==> config.mk <==
export PLATFORM = sky130hd
export DESIGN_NAME = div_bcd_display
export DESIGN_NICKNAME = d
export VERILOG_FILES = /design/src/rtl/div_bcd_pkg.sv /design/src/rtl/div_bcd_display_bin2bcd.sv /design/src/rtl/div_bcd_display.sv
export SDC_FILE = /design/constraint.sdc
export NUM_CORES = 1
export LEC_CHECK = 0
export BUFFER_PORTS_ARGS = -buffer_cell sky130_fd_sc_hd__clkbuf_2
export CORE_MARGIN = 4
export CORE_UTILIZATION = 55
export CTS_CLUSTER_SIZE = 16
export DETAILED_ROUTE_END_ITERATION = 10
export PLACE_DENSITY = 0.75
export SETUP_SLACK_MARGIN = 0.02
export SLEW_MARGIN = 40
export SYNTH_ARGS = -nofsm -noshare
export SYNTH_HDL_FRONTEND = slang
export SYNTH_SLANG_ARGS = --single-unit
==> constraint.sdc <==
create_clock -name clk -period 5.1 [get_ports clk]
set_input_delay 0.51 -clock clk [delete_from_list [all_inputs] [get_ports clk]]
set_output_delay 0.51 -clock clk [all_outputs]
set_load 0.05 [all_outputs]
==> src/rtl/div_bcd_pkg.sv <==
// Shared types, segment constants and digit decoder
// for the divide-and-display controller.
package div_bcd_pkg;

   typedef enum logic [1:0] {
      IDLE,
      DIV,
      BCD,
      SHOW
   } state_t;

   localparam logic [6:0] SEG_DASH  = 7'h3F;
   localparam logic [6:0] SEG_BLANK = 7'h7F;
   localparam logic [6:0] SEG_ZERO  = 7'h40;

   // gfedcba, active-low; anything above 9 shows a dash
   function automatic logic [6:0] bcd_to_seg(
      input logic [3:0] d
   );
      case (d)
         4'd0:    return SEG_ZERO;
         4'd1:    return 7'h79;
         4'd2:    return 7'h24;
         4'd3:    return 7'h30;
         4'd4:    return 7'h19;
         4'd5:    return 7'h12;
         4'd6:    return 7'h02;
         4'd7:    return 7'h78;
         4'd8:    return 7'h00;
         4'd9:    return 7'h10;
         default: return SEG_DASH;
      endcase
   endfunction

endpackage

==> src/rtl/div_bcd_display_bin2bcd.sv <==
// Sequential double-dabble: load once, then WIDTH
// step pulses leave the packed BCD value in bcd.
module bin2bcd_seq #(
   parameter int WIDTH  = 8,
   parameter int DIGITS = 3
) (
   input  logic                  clk,
   input  logic                  rst,
   input  logic                  load,
   input  logic                  step,
   input  logic [WIDTH-1:0]      bin,
   output logic [4*DIGITS-1:0]   bcd
);

   logic [WIDTH-1:0]    sh;
   logic [4*DIGITS-1:0] adj;

   always_comb begin
      adj = bcd;
      for (int i = 0; i < DIGITS; i++) begin
         if (adj[4*i +: 4] >= 4'd5)
            adj[4*i +: 4] = adj[4*i +: 4] + 4'd3;
      end
   end

   always_ff @(posedge clk or negedge rst) begin
      if (!rst) begin
         sh  <= '0;
         bcd <= '0;
      end else if (load) begin
         sh  <= bin;
         bcd <= '0;
      end else if (step) begin
         sh  <= sh << 1;
         bcd <= (4*DIGITS)'({adj, sh[WIDTH-1]});
      end
   end

endmodule

==> src/rtl/div_bcd_display.sv <==
// Restoring divider feeding two double-dabble converters
// and registered 7-segment banks with leading-zero blanking.
module div_bcd_display
   import div_bcd_pkg::*;
#(
   parameter int WIDTH    = 8,
   parameter int DIGITS   = 3,
   parameter int BLANK_LZ = 1
) (
   input  logic                  clk,
   input  logic                  rst,
   input  logic                  start,
   input  logic [WIDTH-1:0]      a,
   input  logic [WIDTH-1:0]      b,
   output logic                  busy,
   output logic                  done,
   output logic                  dbz,
   output logic [7*DIGITS-1:0]   quo_seg,
   output logic [7*DIGITS-1:0]   rem_seg
);

   if (10**DIGITS <= 2**WIDTH - 1) begin : g_bad_digits
      $error("DIGITS too small for WIDTH");
   end

   localparam int CW = $clog2(WIDTH + 1);
   localparam logic [CW-1:0] LAST = CW'(WIDTH - 1);

   state_t              state, state_n;
   logic [CW-1:0]       cnt;
   logic [WIDTH:0]      pr, pr_n;
   logic [WIDTH-1:0]    qr, qr_n, dv;
   logic [WIDTH+1:0]    trial;
   logic                ge;
   logic                upd, err;
   logic                ready, take, last;
   logic                bcd_load, bcd_step;
   logic [4*DIGITS-1:0] qbcd, rbcd;

   function automatic logic [7*DIGITS-1:0] to_segs(
      input logic [4*DIGITS-1:0] v
   );
      logic [7*DIGITS-1:0] s;
      logic                lead;
      logic [3:0]          d;
      s    = '0;
      lead = 1'b1;
      for (int i = DIGITS - 1; i >= 0; i--) begin
         d = v[4*i +: 4];
         if (BLANK_LZ != 0 && lead && d == 4'd0 && i != 0)
            s[7*i +: 7] = SEG_BLANK;
         else begin
            s[7*i +: 7] = bcd_to_seg(d);
            lead = 1'b0;
         end
      end
      return s;
   endfunction

   // one restoring step: shift in next dividend bit, try subtract
   always_comb begin
      trial = {pr, qr[WIDTH-1]};
      ge    = trial >= {2'b00, dv};
      pr_n  = (WIDTH+1)'(ge ? trial - {2'b00, dv} : trial);
      qr_n  = {qr[WIDTH-2:0], ge};
   end

   assign ready = (state == IDLE) || (state == SHOW && !upd);
   assign take  = ready && start;
   assign last  = (cnt == LAST);
   assign busy  = (state == DIV) || (state == BCD);

   always_ff @(posedge clk or negedge rst) begin
      if (!rst) state <= IDLE;
      else      state <= state_n;
   end

   always_comb begin
      state_n  = state;
      bcd_load = 1'b0;
      bcd_step = 1'b0;
      unique case (state)
         IDLE, SHOW: begin
            if (take)
               state_n = (b != '0) ? DIV : SHOW;
         end
         DIV: begin
            if (last) begin
               state_n  = BCD;
               bcd_load = 1'b1;
            end
         end
         BCD: begin
            bcd_step = 1'b1;
            if (last) state_n = SHOW;
         end
         default: state_n = IDLE;
      endcase
   end

   always_ff @(posedge clk or negedge rst) begin
      if (!rst) begin
         cnt     <= '0;
         pr      <= '0;
         qr      <= '0;
         dv      <= '0;
         upd     <= 1'b0;
         err     <= 1'b0;
         dbz     <= 1'b0;
         done    <= 1'b0;
         quo_seg <= {DIGITS{SEG_ZERO}};
         rem_seg <= {DIGITS{SEG_ZERO}};
      end else begin
         done <= upd;
         upd  <= 1'b0;
         if (upd) begin
            if (err) begin
               quo_seg <= {DIGITS{SEG_DASH}};
               rem_seg <= {DIGITS{SEG_DASH}};
               dbz     <= 1'b1;
            end else begin
               quo_seg <= to_segs(qbcd);
               rem_seg <= to_segs(rbcd);
            end
         end
         if (take) begin
            if (b != '0) begin
               qr  <= a;
               dv  <= b;
               pr  <= '0;
               cnt <= '0;
               err <= 1'b0;
               dbz <= 1'b0;
            end else begin
               err <= 1'b1;
               upd <= 1'b1;
            end
         end else if (busy) begin
            cnt <= last ? '0 : cnt + CW'(1);
            if (state == DIV) begin
               pr <= pr_n;
               qr <= qr_n;
            end
            if (state == BCD && last) upd <= 1'b1;
         end
      end
   end

   bin2bcd_seq #(
      .WIDTH  (WIDTH),
      .DIGITS (DIGITS)
   ) u_qbcd (
      .clk  (clk),
      .rst  (rst),
      .load (bcd_load),
      .step (bcd_step),
      .bin  (qr_n),
      .bcd  (qbcd)
   );

   bin2bcd_seq #(
      .WIDTH  (WIDTH),
      .DIGITS (DIGITS)
   ) u_rbcd (
      .clk  (clk),
      .rst  (rst),
      .load (bcd_load),
      .step (bcd_step),
      .bin  (pr_n[WIDTH-1:0]),
      .bcd  (rbcd)
   );

endmodule

Word-level counts from Yosys, hierarchy flattened
Memories as Yosys holds them, arrays and structs flattened.
Cells that the tools add are included.
- memories kept: 6
- logic and storage cells: 121
- bits in read-only memories: 672
- output and inout port bits: 45
- register bits: 117
- input bits: 19
- reduce and logical (&&, ||, !) cells: 22
- equal/unequal tests: 8
- add/subtract/negate cells: 8
- $lt $le $gt $ge: 7
- muxes and demuxes: 55
- memories (memory ; words ; bits a word ; read ports ; clocked after memory_dff ; write ports ; line ; source):
    (no name shown) ; 16 ; 7 ; 1 ; 0 ; 0 ; div_bcd_pkg.sv:20 ; case (d)
    (no name shown) ; 16 ; 7 ; 1 ; 0 ; 0 ; div_bcd_pkg.sv:20 ;
    (no name shown) ; 16 ; 7 ; 1 ; 0 ; 0 ; div_bcd_pkg.sv:20 ;
    (no name shown) ; 16 ; 7 ; 1 ; 0 ; 0 ; div_bcd_pkg.sv:20 ;
    (no name shown) ; 16 ; 7 ; 1 ; 0 ; 0 ; div_bcd_pkg.sv:20 ;
    (no name shown) ; 16 ; 7 ; 1 ; 0 ; 0 ; div_bcd_pkg.sv:20 ;
- operators by type and width (operator ; count):
    2-to-1 mux 8 bit ; 8
    2-to-1 mux 12 bit ; 4
    2-to-1 mux 9 bit ; 5
    2-to-1 mux 21 bit ; 2
    2-to-1 mux 4 bit ; 8
    2-to-1 mux 7 bit ; 4
    greater-or-equal comparator 4 x 3 -> 1 bit (second input constant) ; 6
    2-to-1 mux 1 bit ; 17
    adder 4 x 2 -> 4 bit (second input constant) ; 4
    zero test 4 bit ; 4
    greater-or-equal comparator 10 x 8 -> 1 bit ; 1
    subtractor 9 x 8 -> 9 bit ; 1
    2-to-1 mux 2 bit ; 4
    nonzero test 8 bit ; 1
    adder 3 x 2 -> 3 bit (second input constant) ; 2
    2-to-1 mux 3 bit ; 2
    inequality test 2 bit (second input constant) ; 3
    case mux 2 bit (3 select lines) ; 1
    AND reduction 3 bit ; 2
    nonzero test 2 bit ; 3
    logical AND 1 bit ; 5
    adder 4 x 1 -> 4 bit (second input constant) ; 1
    == test 2 bit (second input constant) ; 2
    == test 4 x 3 -> 1 bit (second input constant) ; 1
    7 further kinds ; 9

Logic depth before layout (Yosys ltp)
Gate-level depths: netlist of run 1.
- depth after elaboration: 7
- depth in mapped cells: 10
- gate-level depth less buffers: 9

Cells and area by module
Synthesis of run 1 repeated with hierarchy kept, for this count alone.
- cells, all modules: 740
- area, all modules: 6969.2 sq um
- by module, submodules not included (module ; times used ; area each (sq um) ; cells an instance ; sequential area each (sq um)):
    div_bcd_display ; 1 ; 4697.0 ; 512 ; 1934.4
    bin2bcd_seq ; 2 ; 1136.1 ; 114 ; 500.5

Worst setup path after synthesis of run 1
Ideal clock, no wire load.
- path type: register -> register
- start point: register qr[7]
- end point: register u_rbcd.sh[0]
- cell stages (with the launch flop): 10
- arrival time: 2.078 ns
- period minus slack after synthesis: 2.152 ns
- path slack: 2.948 ns
- path buffers: 0
- data required time: 5.026 ns
- library setup time: 0.074 ns
- path through: dfrtp_1 > inv_1 > ha_1 > inv_1 > fa_1 > nand3_1 > a211oi_2 > nor3b_4 > mux2_2 > o21ai_2
- word-level cells in the longest chain between the ends: 3
- RTL lines (element ; line ; source):
    start: declaration ; div_bcd_display.sv:32 ; logic [WIDTH-1:0] qr, qr_n, dv;
    start signal: assignment ; div_bcd_display.sv:142 ; qr <= qr_n;
    subtractor 9 x 8 -> 9 bit / greater-or-equal comparator 10 x 8 -> 1 bit (equally long branches) ; div_bcd_display.sv:64, div_bcd_display.sv:63 ;
    2-to-1 mux 9 bit (*) ; div_bcd_display.sv:64 ; pr_n = (WIDTH+1)'(ge ? trial - {2'b00, dv} : trial);
    2-to-1 mux 8 bit (*) ; div_bcd_display_bin2bcd.sv:30 ; end else if (load) begin
    end signal: assignment ; div_bcd_display_bin2bcd.sv:31 ; sh <= bin;
    end signal: assignment ; div_bcd_display_bin2bcd.sv:34 ; sh <= sh << 1;
    end: declaration ; div_bcd_display_bin2bcd.sv:15 ; logic [WIDTH-1:0] sh;
Every way passes the cells marked *; elsewhere a longest branch is shown, timed or not.
A chain may end at the register's enable or synchronous reset.

Worst setup path in the final report of run 1
Ends and elaborated chain as after synthesis.

==> metrics.txt, run 1 <==
flip-flop cell with the highest count after synthesis=dfrtp_1; dominant cell type by area after synthesis=dfrtp_1; die height=118 um; Site Rows=39; result of the run=finished clean; Iter 0 DRT Violations=355; initial standard-cell utilization of the core=57.1%; kind of end point of the critical path=flip-flop; antenna violations before repair=0; Setup Fix Bufs, Post-CTS=0; endpoints failing hold=0; ANT nets after route=0; synthesis-to-layout area growth=15.2%; maximum clock path buffer count=2; Worst Skew=0.00755 ns; Sw Pwr=2.06 mW; TritonCTS clock tree=done; Synthesized Nets=787; cell area power density=640 nW/um2; worst vdd rail ir drop=0.409 mV; Mapped Area=6630 um2; number of global-route vias before repair=5113; number of setup violations in the final report=0; synth top area cells=dfrtp_1 42%, ha_1 8.3%, mux2i_1 6.6%; Design Area, Final=7630 um2; leakage power=3.67 nW; clock latency of the later-clocked register in the worst-skew pair=0.41 ns; clock slew at the register clock pins of the worst setup and hold paths=0.05 ns; proportion of synthesized flip-flops having asynchronous set or reset=100%; library cells used by synthesis=59; number of levels the H-tree was split into=4; Nets=831; WP data required=5.44 ns; Post-DP HPWL=9470 um; Relative slew margins=48.1%; hold bufs inserted after CTS=0; Yosys reg bits=117; maximum number of pins on one net before global-route repair=67; gate count after technology mapping=723; max-cap violations=0; share of post-route cells with drive strength above 1=15.0%; non-filler cells, final=923; crit share post-route=51.1%; global-route wire length before repair=24500 um; number of buffers inserted during clock tree synthesis=17; core box area=11600 um2; buffers added on ports=63; worst setup path category=flip-flop to flip-flop; RSZ-0062 raised after global routing=false; routability congestion estimate from global placement=0.893; class of the tightest hold or removal check=primary input to asynchronous set/reset pin; global router's overall resource usage=21.2%; post-route minimum period=2.60 ns; upper clock frequency limit=0.384 GHz; area enclosed by the die boundary=13900 um2; most frequent cell after synthesis=dfrtp_1; final WL=14100 um; number of flops mapped to enable cells by yosys=0; Post-route DRC=0; area of placed instances=7000 um2; post-synth top area share=41.9%; sequential area share after synthesis=44.3%; DR vias/cell=5.72; part of the total power dissipated in combinational logic=44.0%; Yosys warning total=0; final core utilization=65.7%; max-slew violations=0; Int Pwr=2.82 mW; Post-Place Cells=891; proportion of power drawn by the clock network=25.1%; switching share of total power=42.3%; share of power burned in registers=30.9%; highest net fanout along the worst path=16; Avg Cell Area, Syn=9.17 um2; post-layout worst setup margin=2.50 ns; worst slew pin tran=0.778 ns; final routed wire length divided by cell count=15.2 um; CTS root buf=clkbuf_16; total congestion overflow=0; category of the worst setup path launch point=flip-flop; number of vias after detailed routing=5281; CP arrival=2.94 ns; Detailed Routing Iterations Pass 1=5; TritonCTS Sinks=117; total I/O pin count=64; Total Neg Setup Slack=0 ns; Filler cells=934; post-placement setup slack=2.51 ns; Resized cells post-CTS=0; most instantiated cells after synthesis=111 x dfrtp_1, 91 x nor2_1, 70 x a21oi_1; diodes inserted=0; die extent in x=118 um
==> critical path, cell delays in order, from the launching register on <==
cell      delay (ns)
dfrtp_1         0.37
inv_1           0.08
ha_1            0.15
inv_1           0.05
fa_1            0.39
nand3_1         0.12
a211oi_2        0.10
nor3b_4         0.68
mux2_2          0.44
o21ai_2         0.13
==> stage by stage <==
stage          hold WS, ns  total power, mW
6_report            0.0929             4.89
5_1_grt              0.131             5.28
4_1_cts              0.227             4.90
3_5_place_dp         0.463             3.64
3_3_place_gp         0.459             3.55
2_1_floorplan        0.214             3.21
==> flip-flops by register name (all words and copies together), names as in the netlist <==
| register | cells |
|---|---|
| u_rbcd.bcd | 12 |
| u_qbcd.bcd | 12 |
| pr | 9 |
| dv | 8 |
| dbz | 1 |
| upd | 1 |
| cnt | 4 |
| u_rbcd.sh | 8 |
| rem_seg | 21 |
| err | 1 |
| state | 2 |
| done | 1 |
| qr | 8 |
| u_qbcd.sh | 8 |
| quo_seg | 21 |
==> worst paths after layout <==
| check | from | end | slack (ns) | cells past startpoint |
|---|---|---|---|---|
| setup / recovery | qr[7] | u_rbcd.sh[0] | 2.50 | 9 |
| hold / removal | rst | quo_seg[10] | 0.09 | 1 |
| setup reg to reg | qr[7] | u_rbcd.sh[0] | 2.50 | 9 |
| hold reg to reg | quo_seg[13] | quo_seg[13] | 0.47 | 2 |
| max in group asynchronous | rst | u_qbcd.bcd[7] | 3.92 | 2 |
| min in group clk | b[1] | dv[1] | 0.32 | 3 |
==> cell usage in the layout, fill, tap and decap left out, types with 7 or more instances in the layout <==
| cell | netlist | routed |
|---|---|---|
| nor3_1 | 7 | 7 |
| mux2i_1 | 44 | 44 |
| ha_1 | 44 | 43 |
| xnor2_1 | 8 | 8 |
| a211oi_1 | 13 | 13 |
| nand3_1 | 10 | 10 |
| nand2b_1 | 12 | 12 |
| clkbuf_2 | 0 | 62 |
| dfrtp_1 | 111 | 111 |
| o21ai_0 | 48 | 48 |
| a31oi_1 | 7 | 7 |
| nor2_1 | 91 | 90 |
| inv_1 | 44 | 44 |
| nor2b_1 | 8 | 8 |
| a21oi_1 | 70 | 69 |
| o22a_1 | 12 | 12 |
| nand2_1 | 67 | 67 |
| clkbuf_16 | 0 | 17 |
==> routing by layer <==
| layer | vias to the layer above | track usage (%) | routed length, um |
|---|---|---|---|
| li1 | 2623 | - | - |
| met5 | - | 0 | 0 |
| met4 | 0 | 7.77 | 285 |
| met2 | 136 | 35.0 | 6780 |
| met1 | 2503 | 27.0 | 6270 |
| met3 | 19 | 5.48 | 708 |
==> cells by family after synthesis <==
family	after synthesis	synth area share [%]
buffers and inverters	87	5.25
xor gates and xnor gates	10	1.32
muxes	46	6.99
adders and majority gates	45	8.61
AOI/OAI and AO/OA	198	18.6
and+or+nand+nor	220	14.9
DFF	117	44.3
==> power groups by stage <==
stage / sequential (mW) / clock [mW] / combinational, mW
finish: 1.51 / 1.23 / 2.15
global route: 1.55 / 1.30 / 2.43
CTS: 1.50 / 1.25 / 2.15
detailed placement: 1.51 / 0 / 2.13
global placement: 1.50 / 0 / 2.05
floorplan: 1.51 / 0 / 1.70
==> cell type report <==
cell class                 instances  area [um2]  share of cell area (%)
timing repair buffer              68         359                    4.70
multi-input combinational        519        3380                    44.2
tap                              143         179                    2.34
clock buffer                      20         467                    6.11
sequential                       117        2940                    38.4
inverter                          44         165                    2.16
clock inverter                    12         151                    1.98
Power figures use the tool's default switching activity.
==> run 2, diff against run 1 <==
Clock period 5.1 ns to 2.5 ns, I/O delays scaled along.
==> metrics.txt, run 2 (synthesis gave the netlist of run 1 again) <==
total congestion overflow=0; number of cells traversed by the worst hold path=3; routability congestion estimate from global placement=0.978; antenna violations before repair=0; Site Rows=39; endpoints failing hold=0; global-route wire length before repair=24700 um; max-slew violations=0; ANT nets after route=0; Relative slew margins=54.8%; Resized cells post-CTS=0; Max stage delay on crit path=0.40 ns; maximum number of pins on one net before global-route repair=63; worst hold path startpoint=b[3]; clock slew at the register clock pins of the worst setup and hold paths=0.05 ns; category of the worst setup path launch point=flip-flop; cell chain of the critical path=inv_1, ha_1, inv_1, fa_1, nand3_1, a211oi_2, nor3b_4, buf_4, mux2i_1, o21ai_0; die extent in x=118 um; TritonCTS Sinks=117; Total Neg Setup Slack=0 ns; number of global-route vias before repair=5244; max-cap violations=0; die height=118 um; DR vias/cell=5.71; buffers added on ports=63; Detailed Routing Iterations Pass 1=7; TritonCTS clock tree=done; crit share post-route=91.1%; hold bufs inserted after CTS=1; initial standard-cell utilization of the core=57.1%; result of the run=finished clean; Iter 0 DRT Violations=327; terminus of the critical flop-to-flop path=pr[4]; worst reg-to-reg setup slack=0.22 ns; CP bufs+invs=3; Worst Skew=0.00558 ns; total I/O pin count=64; Setup Fix Bufs, Post-CTS=0; RSZ-0062 raised after global routing=false; synthesis-to-layout area growth=15.0%; class of the tightest hold or removal check=primary input to flip-flop; number of setup violations in the final report=0; diodes inserted=0; global router's overall resource usage=21.6%; number of vias after detailed routing=5301; launching point of the worst reg2reg path=qr[7]; Post-route DRC=0; number of buffers inserted during clock tree synthesis=17; clock latency of the later-clocked register in the worst-skew pair=0.41 ns; upper clock frequency limit=0.439 GHz; leading cell type in the layout, fill and taps excluded=dfrtp_1; worst vdd rail ir drop=0.694 mV; share of post-route cells with drive strength above 1=15.4%; critical path's most frequent cell=inv_1; cell area power density=1280 nW/um2; CP arrival=2.56 ns; path depth of the worst reg2reg path=10; leakage power=3.68 nW; Post-DP HPWL=9770 um; WP data required=2.78 ns; Slowest-stage cell, CP=fa_1; highest net fanout along the worst path=12; core box area=11600 um2; Nets=838; smallest hold slack=0.0437 ns; maximum clock path buffer count=2; hold path endpoint=dv[3]; registers with the most flip-flops=quo_seg x21, rem_seg x21; area enclosed by the die boundary=13900 um2; number of levels the H-tree was split into=4; CTS root buf=clkbuf_16; post-route minimum period=2.28 ns; highest-count cells in the layout ignoring fill and taps=111 x dfrtp_1, 90 x nor2_1, 69 x a21oi_1, 67 x nand2_1, 62 x clkbuf_2; kind of end point of the critical path=flip-flop; final routed wire length divided by cell count=15.2 um; worst slew pin tran=0.661 ns; final WL=14100 um; worst setup path category=flip-flop to flip-flop; cell type group with the largest total delay on the critical path=adder cells
-- run 2: changes by cell type in the layout (fill, tap and decap cells not counted), sizes merged --
cell,change
buf,+6
clkinv,+4
bufinv,-3
clkinvlp,-3
clkbuf,+2
dlygate4sd3,+1
inv,-1
-- run 2: cell type report --
cell class / count / area, um2
fill: 967 / 3990
multi-input combinational: 519 / 3350
sequential: 117 / 2940
clock buffer: 22 / 484
timing repair buffer: 75 / 452
tap: 143 / 179
inverter: 44 / 165
clock inverter: 9 / 53.8
-- run 2: through the flow --
step	cells	utilization [%]	worst slack, ns	area [um2]	total power, mW
CTS	929	65.6	0.224	7620	9.78
global placement	897	60.9	0.370	7070	7.37
finish	929	65.6	0.222	7620	9.73
global route	929	65.6	0.0333	7620	10.5
detailed placement	897	60.9	0.255	7070	7.54
floorplan	723	-	0.348	6630	6.54
-- run 2: worst register-to-register path: cells and delay by family, from the launching register on --
kind,cells,cell delay (ns)
buf+inv,3,0.37
flops,1,0.37
fa+ha+maj,2,0.56
simple gates,2,0.39
mux,1,0.25
compound gates,2,0.21
-- run 2: how the worst max path moves through the flow --
stage	endpoint	slack, ns	from	depth (start not counted)
2_1_floorplan	u_rbcd.sh[0]	0.35	qr[7]	9
3_3_place_gp	pr[4]	0.37	qr[7]	10
3_5_place_dp	pr[4]	0.25	qr[7]	10
4_1_cts	pr[4]	0.22	qr[7]	10
5_1_grt	pr[4]	0.03	qr[7]	10
6_report	pr[4]	0.22	qr[7]	10
-- run 2: metal layers --
metal	share of wire [%]	track usage, %	up-vias	wire length, um
li1	-	-	2625	-
met1	45	27.3	2533	6390
met2	49	36.0	115	6860
met3	3.9	4.71	28	551
met4	2.2	9.08	0	313
met5	0	0	-	0
-- run 2: report_power, final --
group          internal (mW)  total [mW]  switching (mW)
Sequential              2.39        3.06           0.667
Combinational           1.81        4.51            2.70
Clock                   1.35        2.16           0.811
Total                   5.55        9.73            4.18
